--- src/rtl/vm_pkg.sv ---
// rtl/vm_pkg.sv - shared types and constants for the vending transaction engine
package vm_pkg;

  typedef enum logic {
    IDLE    = 1'b0,
    BREWING = 1'b1
  } vm_state_e;

  localparam logic [13:0] COIN_100 = 14'd100;
  localparam logic [13:0] COIN_500 = 14'd500;

  localparam int BTN_100    = 0;
  localparam int BTN_COFFEE = 1;
  localparam int BTN_RETURN = 2;
  localparam int BTN_500    = 3;

  // Active-low {dp,g,f,e,d,c,b,a}
  localparam logic [7:0] SEG_OFF = 8'hFF;
  localparam logic [7:0] SEG_A   = 8'hFE;
  localparam logic [7:0] SEG_B   = 8'hFD;
  localparam logic [7:0] SEG_C   = 8'hFB;
  localparam logic [7:0] SEG_D   = 8'hF7;
  localparam logic [7:0] SEG_E   = 8'hEF;
  localparam logic [7:0] SEG_F   = 8'hDF;
  localparam logic [3:0] AN_OFF  = 4'hF;

  // {seg, an} per ring step; an[3] is the leftmost digit
  localparam logic [11:0] ANIM_LUT [12] = '{
    {SEG_A, 4'b0111}, {SEG_A, 4'b1011}, {SEG_A, 4'b1101}, {SEG_A, 4'b1110},
    {SEG_B, 4'b1110}, {SEG_C, 4'b1110},
    {SEG_D, 4'b1110}, {SEG_D, 4'b1101}, {SEG_D, 4'b1011}, {SEG_D, 4'b0111},
    {SEG_E, 4'b0111}, {SEG_F, 4'b0111}
  };

endpackage

--- src/rtl/vm_ms_tick.sv ---
// rtl/vm_ms_tick.sv - free-running 1 ms tick; clr_i restarts the phase so a new interval is exact
module vm_ms_tick #(
  parameter int CLK_FREQ = 100_000_000
) (
  input  logic clk,
  input  logic reset,
  input  logic clr_i,
  output logic tick_o
);

  localparam int TICK_CYCLES = (CLK_FREQ / 1000 > 0) ? CLK_FREQ / 1000 : 1;
  localparam int CW = (TICK_CYCLES > 1) ? $clog2(TICK_CYCLES) : 1;
  localparam logic [CW-1:0] LAST = CW'(TICK_CYCLES - 1);

  logic [CW-1:0] cnt_q, cnt_d;

  always_comb begin
    cnt_d = cnt_q + 1'b1;
    if (clr_i || cnt_q == LAST) cnt_d = '0;
  end

  always_ff @(posedge clk or negedge reset) begin
    if (!reset) cnt_q <= '0;
    else        cnt_q <= cnt_d;
  end

  assign tick_o = (cnt_q == LAST);

endmodule

--- src/rtl/vending_fsm.sv ---
// rtl/vending_fsm.sv - coin balance, brew timer, ring animation and refunds
// Optional idle auto-refund enabled by defining VM_IDLE_TIMEOUT_EN.
module vending_fsm
  import vm_pkg::*;
#(
  parameter int CLK_FREQ        = 100_000_000,
  parameter int PRICE           = 300,
  parameter int MAX_BALANCE     = 9999,
  parameter int BREW_MS         = 3000,
  parameter int ANIM_STEP_MS    = 100,
  parameter int IDLE_TIMEOUT_MS = 30000
) (
  input  logic        clk,
  input  logic        reset,
  input  logic [3:0]  btn_pulse,
  output logic [13:0] display_data,
  output logic        coffee_making_flag,
  output logic [7:0]  animation_seg,
  output logic [3:0]  animation_an,
  output logic        return_valid,
  output logic [13:0] return_amount
);

  localparam logic [14:0] MAX_W     = 15'(MAX_BALANCE);
  localparam logic [13:0] PRICE_W   = 14'(PRICE);
  localparam logic [15:0] BREW_LAST = 16'(BREW_MS - 1);
  localparam logic [15:0] ANIM_LAST = 16'(ANIM_STEP_MS - 1);

  vm_state_e   state_q, state_d;
  logic [13:0] bal_q, bal_d;
  logic [15:0] brew_ms_q, brew_ms_d;
  logic [15:0] anim_ms_q, anim_ms_d;
  logic [3:0]  step_q, step_d;
  logic [7:0]  seg_q, seg_d;
  logic [3:0]  an_q, an_d;
  logic        rv_q, rv_d;
  logic [13:0] ra_q, ra_d;
  logic        tick;
  logic [14:0] sum_100, sum_500;

`ifdef VM_IDLE_TIMEOUT_EN
  localparam logic [15:0] TO_LAST = 16'(IDLE_TIMEOUT_MS - 1);
  logic [15:0] to_q, to_d;
`endif

  // Any button in IDLE restarts the ms phase, so brew and timeout intervals start clean
  vm_ms_tick #(.CLK_FREQ(CLK_FREQ)) u_ms_tick (
    .clk    (clk),
    .reset  (reset),
    .clr_i  ((state_q == IDLE) && (btn_pulse != 4'd0)),
    .tick_o (tick)
  );

  assign sum_100 = {1'b0, bal_q} + {1'b0, COIN_100};
  assign sum_500 = {1'b0, bal_q} + {1'b0, COIN_500};

  always_comb begin
    state_d   = state_q;
    bal_d     = bal_q;
    brew_ms_d = brew_ms_q;
    anim_ms_d = anim_ms_q;
    step_d    = step_q;
    seg_d     = seg_q;
    an_d      = an_q;
    rv_d      = 1'b0;
    ra_d      = ra_q;
`ifdef VM_IDLE_TIMEOUT_EN
    to_d      = to_q;
`endif
    case (state_q)
      IDLE: begin
`ifdef VM_IDLE_TIMEOUT_EN
        if (btn_pulse != 4'd0 || bal_q == 14'd0) to_d = '0;
`endif
        if (btn_pulse[BTN_RETURN]) begin
          if (bal_q != 14'd0) begin
            rv_d  = 1'b1;
            ra_d  = bal_q;
            bal_d = '0;
          end
        end else if (btn_pulse[BTN_COFFEE]) begin
          if (bal_q >= PRICE_W) begin
            bal_d          = bal_q - PRICE_W;
            state_d        = BREWING;
            brew_ms_d      = '0;
            anim_ms_d      = '0;
            step_d         = '0;
            {seg_d, an_d}  = ANIM_LUT[0];
          end
        end else if (btn_pulse[BTN_500]) begin
          if (sum_500 <= MAX_W) bal_d = sum_500[13:0];
        end else if (btn_pulse[BTN_100]) begin
          if (sum_100 <= MAX_W) bal_d = sum_100[13:0];
        end
`ifdef VM_IDLE_TIMEOUT_EN
        else if (bal_q != 14'd0 && tick) begin
          if (to_q == TO_LAST) begin
            rv_d  = 1'b1;
            ra_d  = bal_q;
            bal_d = '0;
            to_d  = '0;
          end else begin
            to_d = to_q + 16'd1;
          end
        end
`endif
      end
      BREWING: begin
`ifdef VM_IDLE_TIMEOUT_EN
        to_d = '0;
`endif
        if (tick) begin
          if (anim_ms_q == ANIM_LAST) begin
            anim_ms_d     = '0;
            step_d        = (step_q == 4'd11) ? 4'd0 : step_q + 4'd1;
            {seg_d, an_d} = ANIM_LUT[step_d];
          end else begin
            anim_ms_d = anim_ms_q + 16'd1;
          end
          // Brew completion overrides any animation step taken on the same tick
          if (brew_ms_q == BREW_LAST) begin
            state_d = IDLE;
            seg_d   = SEG_OFF;
            an_d    = AN_OFF;
          end else begin
            brew_ms_d = brew_ms_q + 16'd1;
          end
        end
      end
      default: state_d = IDLE;
    endcase
  end

  always_ff @(posedge clk or negedge reset) begin
    if (!reset) begin
      state_q   <= IDLE;
      bal_q     <= '0;
      brew_ms_q <= '0;
      anim_ms_q <= '0;
      step_q    <= '0;
      seg_q     <= SEG_OFF;
      an_q      <= AN_OFF;
      rv_q      <= 1'b0;
      ra_q      <= '0;
`ifdef VM_IDLE_TIMEOUT_EN
      to_q      <= '0;
`endif
    end else begin
      state_q   <= state_d;
      bal_q     <= bal_d;
      brew_ms_q <= brew_ms_d;
      anim_ms_q <= anim_ms_d;
      step_q    <= step_d;
      seg_q     <= seg_d;
      an_q      <= an_d;
      rv_q      <= rv_d;
      ra_q      <= ra_d;
`ifdef VM_IDLE_TIMEOUT_EN
      to_q      <= to_d;
`endif
    end
  end

  assign display_data       = bal_q;
  assign coffee_making_flag = (state_q == BREWING);
  assign animation_seg      = seg_q;
  assign animation_an       = an_q;
  assign return_valid       = rv_q;
  assign return_amount      = ra_q;

endmodule

--- config.mk ---
export PLATFORM = sky130hd
export DESIGN_NAME = vending_fsm
export DESIGN_NICKNAME = d
export VERILOG_FILES = /design/src/rtl/vm_pkg.sv /design/src/rtl/vm_ms_tick.sv /design/src/rtl/vending_fsm.sv
export SDC_FILE = /design/constraint.sdc
export NUM_CORES = 1
export LEC_CHECK = 0
export ABC_AREA = 1
export ABC_CLOCK_PERIOD_IN_PS = 4210
export CORE_UTILIZATION = 61
export CTS_CLUSTER_SIZE = 28
export DETAILED_ROUTE_END_ITERATION = 10
export PLACE_DENSITY = 0.85
export SYNTH_ARGS = -nofsm -noshare
export SYNTH_HDL_FRONTEND = slang
export SYNTH_SLANG_ARGS = --single-unit
--- constraint.sdc ---
create_clock -name clk -period 4.21 [get_ports clk]
set_input_delay 1.0525 -clock clk [delete_from_list [all_inputs] [get_ports clk]]
set_output_delay 1.0525 -clock clk [all_outputs]
set_load 0.01 [all_outputs]
==> results.toml <==
[status]
status = "finished, final reports clean"

[logic_synthesis]
avgSynthCellArea_sq_um = 6.95
synth_area_sq_mm = 0.00591
synth_top_family_by_area = "simple AND/OR/NAND/NOR gates"
synth_top_area_share_pct = 33.4
synth-adder-area-share_pct = 2.54
yosys.area.top_type = "dfrtp_1"
synthCells = 850
synth-compound-area-share_pct = 10.2
ys_dominant_reg_cell = "dfrtp_1"
yosys-mux-area-fraction_pct = 0
synth_area_leaders = "dfrtp_1 33%, nand2_1 15%, nand3_1 7.2%"
synth-xor-area-share_pct = 4.15
async_flop_share_pct = 100
synth-edff-count = 0
ys_warn_count = 0
seq_area_frac_synth_pct = 37.9
ys_ff_latch = 89
synth_cell_types = 40
synthSimpleGateAreaFrac_pct = 35.7

[layout]
num_antenna_cells = 0
drive_gt1_share_pct = 7.06
finalCoreUtilization_pct = 69.5
final_common_cell = "nand2_1"
syn_to_final_growth_pct = 9.61
fin_cells = 1007
fillers = 829
nets = 891
final_cell_mix = "242 x nand2_1, 85 x nand3_1, 83 x nor2_1"

[floorplan]
start_util_pct = 63.4
ioPinCount = 48
row_count = 35
dieArea_sq_mm = 0.0101
die_w_um = 100
die_y_um = 100
core_sq_mm = 0.00933

[placement]
io_buffers = 41
dp.cells = 991
gp_congestion = 0.923
hpwl_mm = 10.6

[critical_path]
r2r-end = "brew_ms_q[8]"
cp-end-kind = "flop"
cp.arrival_ns = 3.41
reg2reg_from = "display_data[2]"
critPathKind = "input port to flop"
r2r_slack_ns = 1.31
r2r_cells = 13
start_kind = "input port"
required_ns = 4.51
crit_path_max_fanout = 13

[timing]
hold_viol_final = 0
fmax_ghz = 0.321
min_period_ns = 3.11
relSlewSlack_pct = 27.4
finalSetupTns_ns = 0
skew_ns = 0.0152
hold_ws_ns = 0.471
worst_pin_slew_ns = 1.09
slew_violations = 0
setup_viol = 0
fin_crit_sh_pct = 73.9
rsz0062_at_grt = "no"

[routing]
wire_per_inst_um = 14.4
post-route-drc-count = 0
wl_mm = 14.5
initialDrtViolationCount = 442
num_vias = 5591
dr.pass1.iters = 5
ant_nets = 0
avgViaCountPerCell = 5.55

[grt]
antenna_found_initial = 0
grt_usage_pct = 30.3
grt_pass1_vias = 5373
grt_max_degree = 90
grt_pass1_wl_mm = 24.4
grt.overflow.total = 0

[flow_run]
maxCapViolCount = 0

[hold_path]
hold_class = "flop to flop"
holdPathEnd = "animation_an[0]"
min_from = "animation_an[0]"
whs_path_depth = 2

[power_and_ir_drop]
powerDensity_mw_per_mm2 = 228
cellLeakagePower_nw = 3.13
max-vdd-ir-drop_uv = 139
power.total_mw = 1.48

[clock_tree]
cts-buffers-inserted = 9
postCtsSetupBuffers = 0
hold_buffers = 0
cts.sinks = 89
cts_root_buffer = "clkbuf_8"
htreeDepth = 3
cts_tree = "built"
clockBufferDepth = 2
ctsResizeCount = 0
clkTransAtPathRegs_ns = 0.10
clkLatencyLatePin_ns = 0.36
==> registers in the layout, summed over array words and instances, names as in the netlist <==
name	flops
coffee_making_flag	1
u_ms_tick.cnt_q	17
step_q	4
anim_ms_q	16
return_valid	1
return_amount	12
brew_ms_q	16
display_data	12
animation_seg	6
animation_an	4
==> final cells by class <==
class,instances,area (sq um),share of cell area (%)
Clock inverter,4,35.0,0.541
Sequential cell,89,2240,34.6
Timing Repair Buffer,44,430,6.64
Tap cell,129,161,2.49
Inverter,86,325,5.02
Multi-Input combinational cell,643,3130,48.3
Clock buffer,12,155,2.39
==> synthesized netlist by cell type, drive strengths merged, types with 2 or more instances <==
library cell / n
ha: 12
conb: 2
clkinv: 3
nand4: 17
inv: 83
nor3b: 2
o21bai: 2
a31o: 2
clkbuf: 11
nand2: 245
or2: 13
o211ai: 6
o21ai: 72
dfrtp: 79
dfstp: 10
nor2: 90
o2111ai: 3
nor4: 7
nor3: 25
a21oi: 21
xor2: 27
buf: 25
nand3: 86
==> per-layer routing <==
metal | GRT usage (%) | vias to the layer above | routed length, um | share of wire (%)
met4 | 8.58 | 0 | 213 | 1.5
met3 | 4.67 | 24 | 796 | 5.5
met1 | 42.1 | 2612 | 6670 | 46
met2 | 49.1 | 165 | 6790 | 47
met5 | 0 | - | 0 | 0
li1 | - | 2790 | - | -
==> logic make-up after synthesis <==
family                     count (synthesis)
AOI/OAI and AO/OA                        110
other                                      2
DFF                                       89
adders and majority gates                 12
and+or+nand+nor                          487
xor gates and xnor gates                  28
buffers and inverters                    122
==> how the worst max path moves through the flow <==
| stage | start | to | slack [ns] | cells after the start |
|---|---|---|---|---|
| 2_1_floorplan | btn_pulse[2] | display_data[12] | 1.79 | 10 |
| 3_3_place_gp | btn_pulse[1] | brew_ms_q[15] | 0.95 | 7 |
| 3_5_place_dp | btn_pulse[1] | brew_ms_q[8] | 0.77 | 7 |
| 4_1_cts | btn_pulse[1] | brew_ms_q[8] | 1.13 | 7 |
| 5_1_grt | btn_pulse[1] | brew_ms_q[1] | 0.87 | 7 |
| 6_report | btn_pulse[2] | display_data[5] | 1.10 | 10 |
==> power by group <==
group	total (mW)	switching, mW	internal (mW)
clock network	0.576	0.322	0.254
logic	0.0461	0.0352	0.0109
registers	0.855	0	0.855
total	1.48	0.357	1.12
==> worst max-delay path, cell delays in order <==
cell	delay, ns
clkdlybuf4s50_1	0.58
nor2_2	0.31
inv_1	0.07
o31ai_1	0.45
o21bai_1	0.18
o21bai_1	0.12
inv_1	0.21
nand2_2	0.27
nand2_1	0.09
nand2_1	0.07
==> per-stage QoR <==
stage               instance area, sq um  setup slack (ns)
floorplan                           5930              1.79
global placement                    6290             0.947
detailed placement                  6290             0.766
CTS                                 6480              1.13
global route                        6480             0.869
finish                              6480              1.10
(Power assumes the default switching activity.)
==> RTL change 1 (same settings) <==
`CLK_FREQ` is set to 100_000_000 in 2 places; all go to 200_000_000.
--- a/src/rtl/vm_ms_tick.sv
+++ b/src/rtl/vm_ms_tick.sv
@@ -2,3 +2,3 @@
 module vm_ms_tick #(
-  parameter int CLK_FREQ = 100_000_000
+  parameter int CLK_FREQ = 200_000_000
 ) (
--- a/src/rtl/vending_fsm.sv
+++ b/src/rtl/vending_fsm.sv
@@ -5,3 +5,3 @@
 #(
-  parameter int CLK_FREQ        = 100_000_000,
+  parameter int CLK_FREQ        = 200_000_000,
   parameter int PRICE           = 300,
Function: no difference found for any inputs over 4 cycles, from zero or initial values and one cycle with reset low; that may be too few to reach the edited logic, so the function may still have changed.
==> RTL change 1 against the unedited design <==
  * Hold slack worse by 0.0045 ns
  * Synthesized area grew 1.6%
  * Cell area grew 0.98%
  * Sequential share of layout area hardly changed
  * Setup slack got worse by 0.051 ns
  * Total power grew 0.63%
  * Wire length increased by 2.7%
  * Sequential cell count is 1 higher
  * Critical path type unchanged
  * Critical endpoint is now u_ms_tick.cnt_q[8]
  * Largest cell class unchanged
==> RTL change 1: results (changes against the unedited design) <==
Pwr
  – Logic pwr share: 0.045 (+0.014)
  – Clock Power Share: 0.367 (-0.023)
  – Worst vdd ir: 0.186 mV (+34%)
  – Switch share: 0.243 (+0.00102)
  – Leak: 3.09 nW (-1.3%)

Yosys
  – Post-Synthesis Cells: 840 (-1.2%)
  – Largest cells by area after synthesis: dfrtp_1, nand2_1, nand3_1
  – Library cells used by synthesis: 45 (+13%)
  – Synth top cells by count: nand2_1, dfrtp_1, nand3_1, inv_1, nor2_1
  – Sequential area share after synthesis: 0.377 (-0.00168)
  – Synth async-reset ratio: 1.00 (unchanged)

Critical path
  – Worst path slowest cell: clkdlybuf4s50_1
  – Worst path max stage delay: 0.57 ns
  – Family with the most delay on the worst path: simple AND/OR/NAND/NOR gates
  – Crit Path Max Fanout: 16 (+3)
  – Worst R2R Setup Slack: 1.40 ns (+0.09 ns)

Route
  – Drt wl/cell: 14.9 um (+3.6%)
  – Total iterations of the first detailed-routing run: 5 (unchanged)
  – DR vias/cell: 5.64 (+1.5%)
  – Final WL: 14.9 mm (+2.7%)
  – Iter 0 DRT Violations: 300 (-32%)
  – Post-route ant nets: 0 (unchanged)

STA
  – Worst-Margin Slew: 0.863 ns (-0.227 ns)
  – Tmin final: 3.16 ns (+0.0505 ns)
  – Clock skew: 0.0146 ns (-0.000619 ns)

GRT
  – Initial antenna violation count: 0 (unchanged)
  – All-layer global routing usage: 0.311 (+0.00826)
  – Vias in the first global route: 5,271 (-1.9%)
  – First-pass GRT wire length: 25.0 mm (+2.4%)
  – Largest net degree at the start of global routing: 72 (-20%)

Clocking
  – Worst-Skew Late Latency: 0.36 ns (about the same)
  – H-tree depth: 3 (unchanged)
  – Clock buffer depth: 2 (unchanged)
  – PostCTS Resize Cnt: 0 (unchanged)
  – CTS Root Cell: clkbuf_8
  – CTS Buf Count: 9 (unchanged)
  – Clock-pin transition on the worst setup and hold timing paths: 0.10 ns (about the same)

Placement
  – Buffers on Ports: 41 (unchanged)
  – Post-DP HPWL: 11.2 mm (+5.8%)
  – GP Congestion: 0.920 (-0.36%)
  – Placed inst area: 6370 sq um (+1.3%)
  – Dpl ws: 0.792 ns (+0.0257 ns)
  – Inst Count DP: 983 (-0.81%)

Finish
  – Biggest regs: u_ms_tick.cnt_q x18, anim_ms_q x16, brew_ms_q x16
  – Fin nets: 883 (-0.90%)
  – Layout cells sized above 1: 0.0805 (+0.00984)
  – # diodes: 0 (unchanged)

Outcome
  – Outcome: completed
## RTL change 1: cell types whose count changed after synthesis, moves of 4 or more
cell,unedited run,this run
o21ai_0,67,44
nand3_1,85,80
buf_2,9,5
o211ai_1,6,1
xor2_1,27,20
o21ai_2,2,12
nand2_1,242,236
nor2_1,83,75
o21ai_1,3,27
nand4_1,17,22
or2_2,13,4
nor3b_1,2,7
nand3b_1,1,5
## RTL change 1: metrics by stage
stage	hold slack [ns]	power [mW]
floorplan	0.433	0.919
global placement	0.447	0.957
detailed placement	0.456	0.958
CTS	0.467	1.49
global route	0.497	1.55
finish	0.467	1.49
## RTL change 1: area by class of cell
type,instances,area (sq um)
clock inverter,4,26.3
sequential,90,2260
clock buffer,12,145
timing repair buffer,43,423
inverter,83,318
multi-input combinational,638,3200
fill,810,2830
tap,129,161
## RTL change 1: routing by layer
metal  wire length (um)  up-vias  GRT usage
met2               6950      191      0.508
met1               6840     2620      0.435
met3                850       26     0.0462
met5                  0        -          0
li1                   -     2794          -
met4                225        0     0.0803
## RTL change 1: final timing paths
| check | end | from | cells past startpoint |
|---|---|---|---|
| max | u_ms_tick.cnt_q[8] | btn_pulse[2] | 6 |
| min | u_ms_tick.cnt_q[0] | u_ms_tick.cnt_q[0] | 1 |
| max reg2reg | animation_seg[1] | display_data[7] | 10 |
| min reg2reg | u_ms_tick.cnt_q[0] | u_ms_tick.cnt_q[0] | 1 |
| max in group asynchronous | animation_seg[3] | reset | 2 |
| min in group asynchronous | brew_ms_q[11] | reset | 1 |
## RTL change 1: cell families (layout without fill, tap and decap cells)
group	after synthesis	count (layout)	synth area share
buf+inv	116	142	0.0915
compound gates	119	119	0.117
simple gates	480	480	0.358
other cells	2	6	0.00125
xor+xnor	21	21	0.0306
flops	90	90	0.377
fa+ha+maj	12	12	0.0250
==> RTL change 2 (same flow settings) <==
Without the edit above. Register the output `coffee_making_flag`; this adds one clock of latency there. The other outputs are not delayed to match.
--- a/src/rtl/vending_fsm.sv
+++ b/src/rtl/vending_fsm.sv
@@ -164,3 +164,5 @@
   assign display_data       = bal_q;
-  assign coffee_making_flag = (state_q == BREWING);
+  always_ff @(posedge clk) begin
+    coffee_making_flag <= (state_q == BREWING);
+  end
   assign animation_seg      = seg_q;
Formal check against the unedited RTL: not equivalent (Yosys sat finds a counterexample within 4 cycles, from zero or initial values and one cycle with reset low).
==> RTL change 2 against the unedited design <==
  * Total power down 1.2%
  * Wire length fell by 0.35%
  * Sequential share of layout area up 0.19 points
  * Synthesized area increased by 0.34%
  * Cell area increased by 0.35%
  * Sequential cell count rose by 1
  * Setup slack worse by 0.19 ns
  * Critical path type unchanged
==> RTL change 2: results (changes against the unedited design) <==
Critical path
  – FF-to-FF End: anim_ms_q[5]
  – Worst path max stage delay: 0.61 ns (+0.03 ns)
  – Worst r2r src: display_data[8]
  – CP endpoint: display_data[8]

Route
  – Vias: 5,715 (+2.2%)
  – Final WL: 14.4 mm (-0.35%)
  – Iter 0 DRT Violations: 637 (+44%)
  – Total iterations of the first detailed-routing run: 6 (+1)
  – Drt wl/cell: 14.3 um (-0.65%)

Pwr
  – Logic power comb: 0.0473 mW (+3%)
  – Design Power: 1.46 mW (-1.2%)
  – P_sw: 0.353 mW (-1.3%)
  – Worst vdd ir: 0.147 mV (+5.3%)
  – Clock Power Share: 0.375 (-0.015)

Placement
  – GP Congestion: 0.943 (+2.1%)
  – Placed inst area: 6320 sq um (+0.56%)
  – Post-DP HPWL: 10.6 mm (+0.53%)
  – Dpl ws: 0.628 ns (-0.138 ns)
  – Inst Count DP: 994 (+0.30%)

Finish
  – Fillers: 794 (-4.2%)
  – Fin nets: 894 (+0.34%)
  – Layout cells sized above 1: 0.0738 (+0.00316)
  – Clock buffers: 10 (-2)
  – Plain + repair buffers: 46 (+4.5%)
  – Sequential portion of the cell area: 0.348 (+0.00188)
  – Layout clock area frac: 0.0273 (-0.00203)
  – Layout area overhead: 9.62% (about the same)
  – Signal buf overhead: 0.0685 (+0.00208)

GRT
  – All-layer global routing usage: 0.301 (-0.00200)
  – First-pass GRT wire length: 24.4 mm (about the same)
  – Largest net degree at the start of global routing: 78 (-13%)
  – Vias in the first global route: 5,222 (-2.8%)

STA
  – Hold slack: 0.467 ns (-0.00424 ns)
  – Clock skew: 0.00968 ns (-0.00552 ns)
  – Max Freq: 0.303 GHz (-5.7%)

Yosys
  – Sequential area share after synthesis: 0.381 (+0.00210)
  – Largest cells by area after synthesis: dfrtp_1, nand2_1, nand3_1
  – Complex-gate fraction of the synthesized area: 0.102 (-0.000346)
  – Synth async-reset ratio: 0.989 (-0.0111)

Outcome
  – Outcome: completed

Clocking
  – Clk sink count: 90 (+1.1%)

Worst hold path
  – Hold endpoint: animation_an[2]
RTL change 2: changes by cell type in the layout (fill, tap and decap cells not counted):
cell / before / now
clkinvlp_4: 0 / 1
dfxtp_1: 0 / 1
clkinv_4: 2 / 1
clkbuf_8: 11 / 10
clkinv_2: 0 / 3
inv_6: 2 / 1
clkbuf_1: 1 / 0
buf_4: 4 / 6
RTL change 2: worst register-to-register path, delay by kind of cell, from the launching register on:
family	cells	cell delay, ns
AO/OA/AOI/OAI	2	0.42
flip-flops	1	0.66
buffers and inverters	2	0.63
AND/OR/NAND/NOR	5	1.11
RTL change 2: routing by layer:
metal  track usage  vias up  share of wire
li1              -     2802              -
met1         0.429     2644           0.46
met2         0.464      242           0.46
met3        0.0603       27          0.067
met4        0.0858        0          0.014
met5             0        -              0
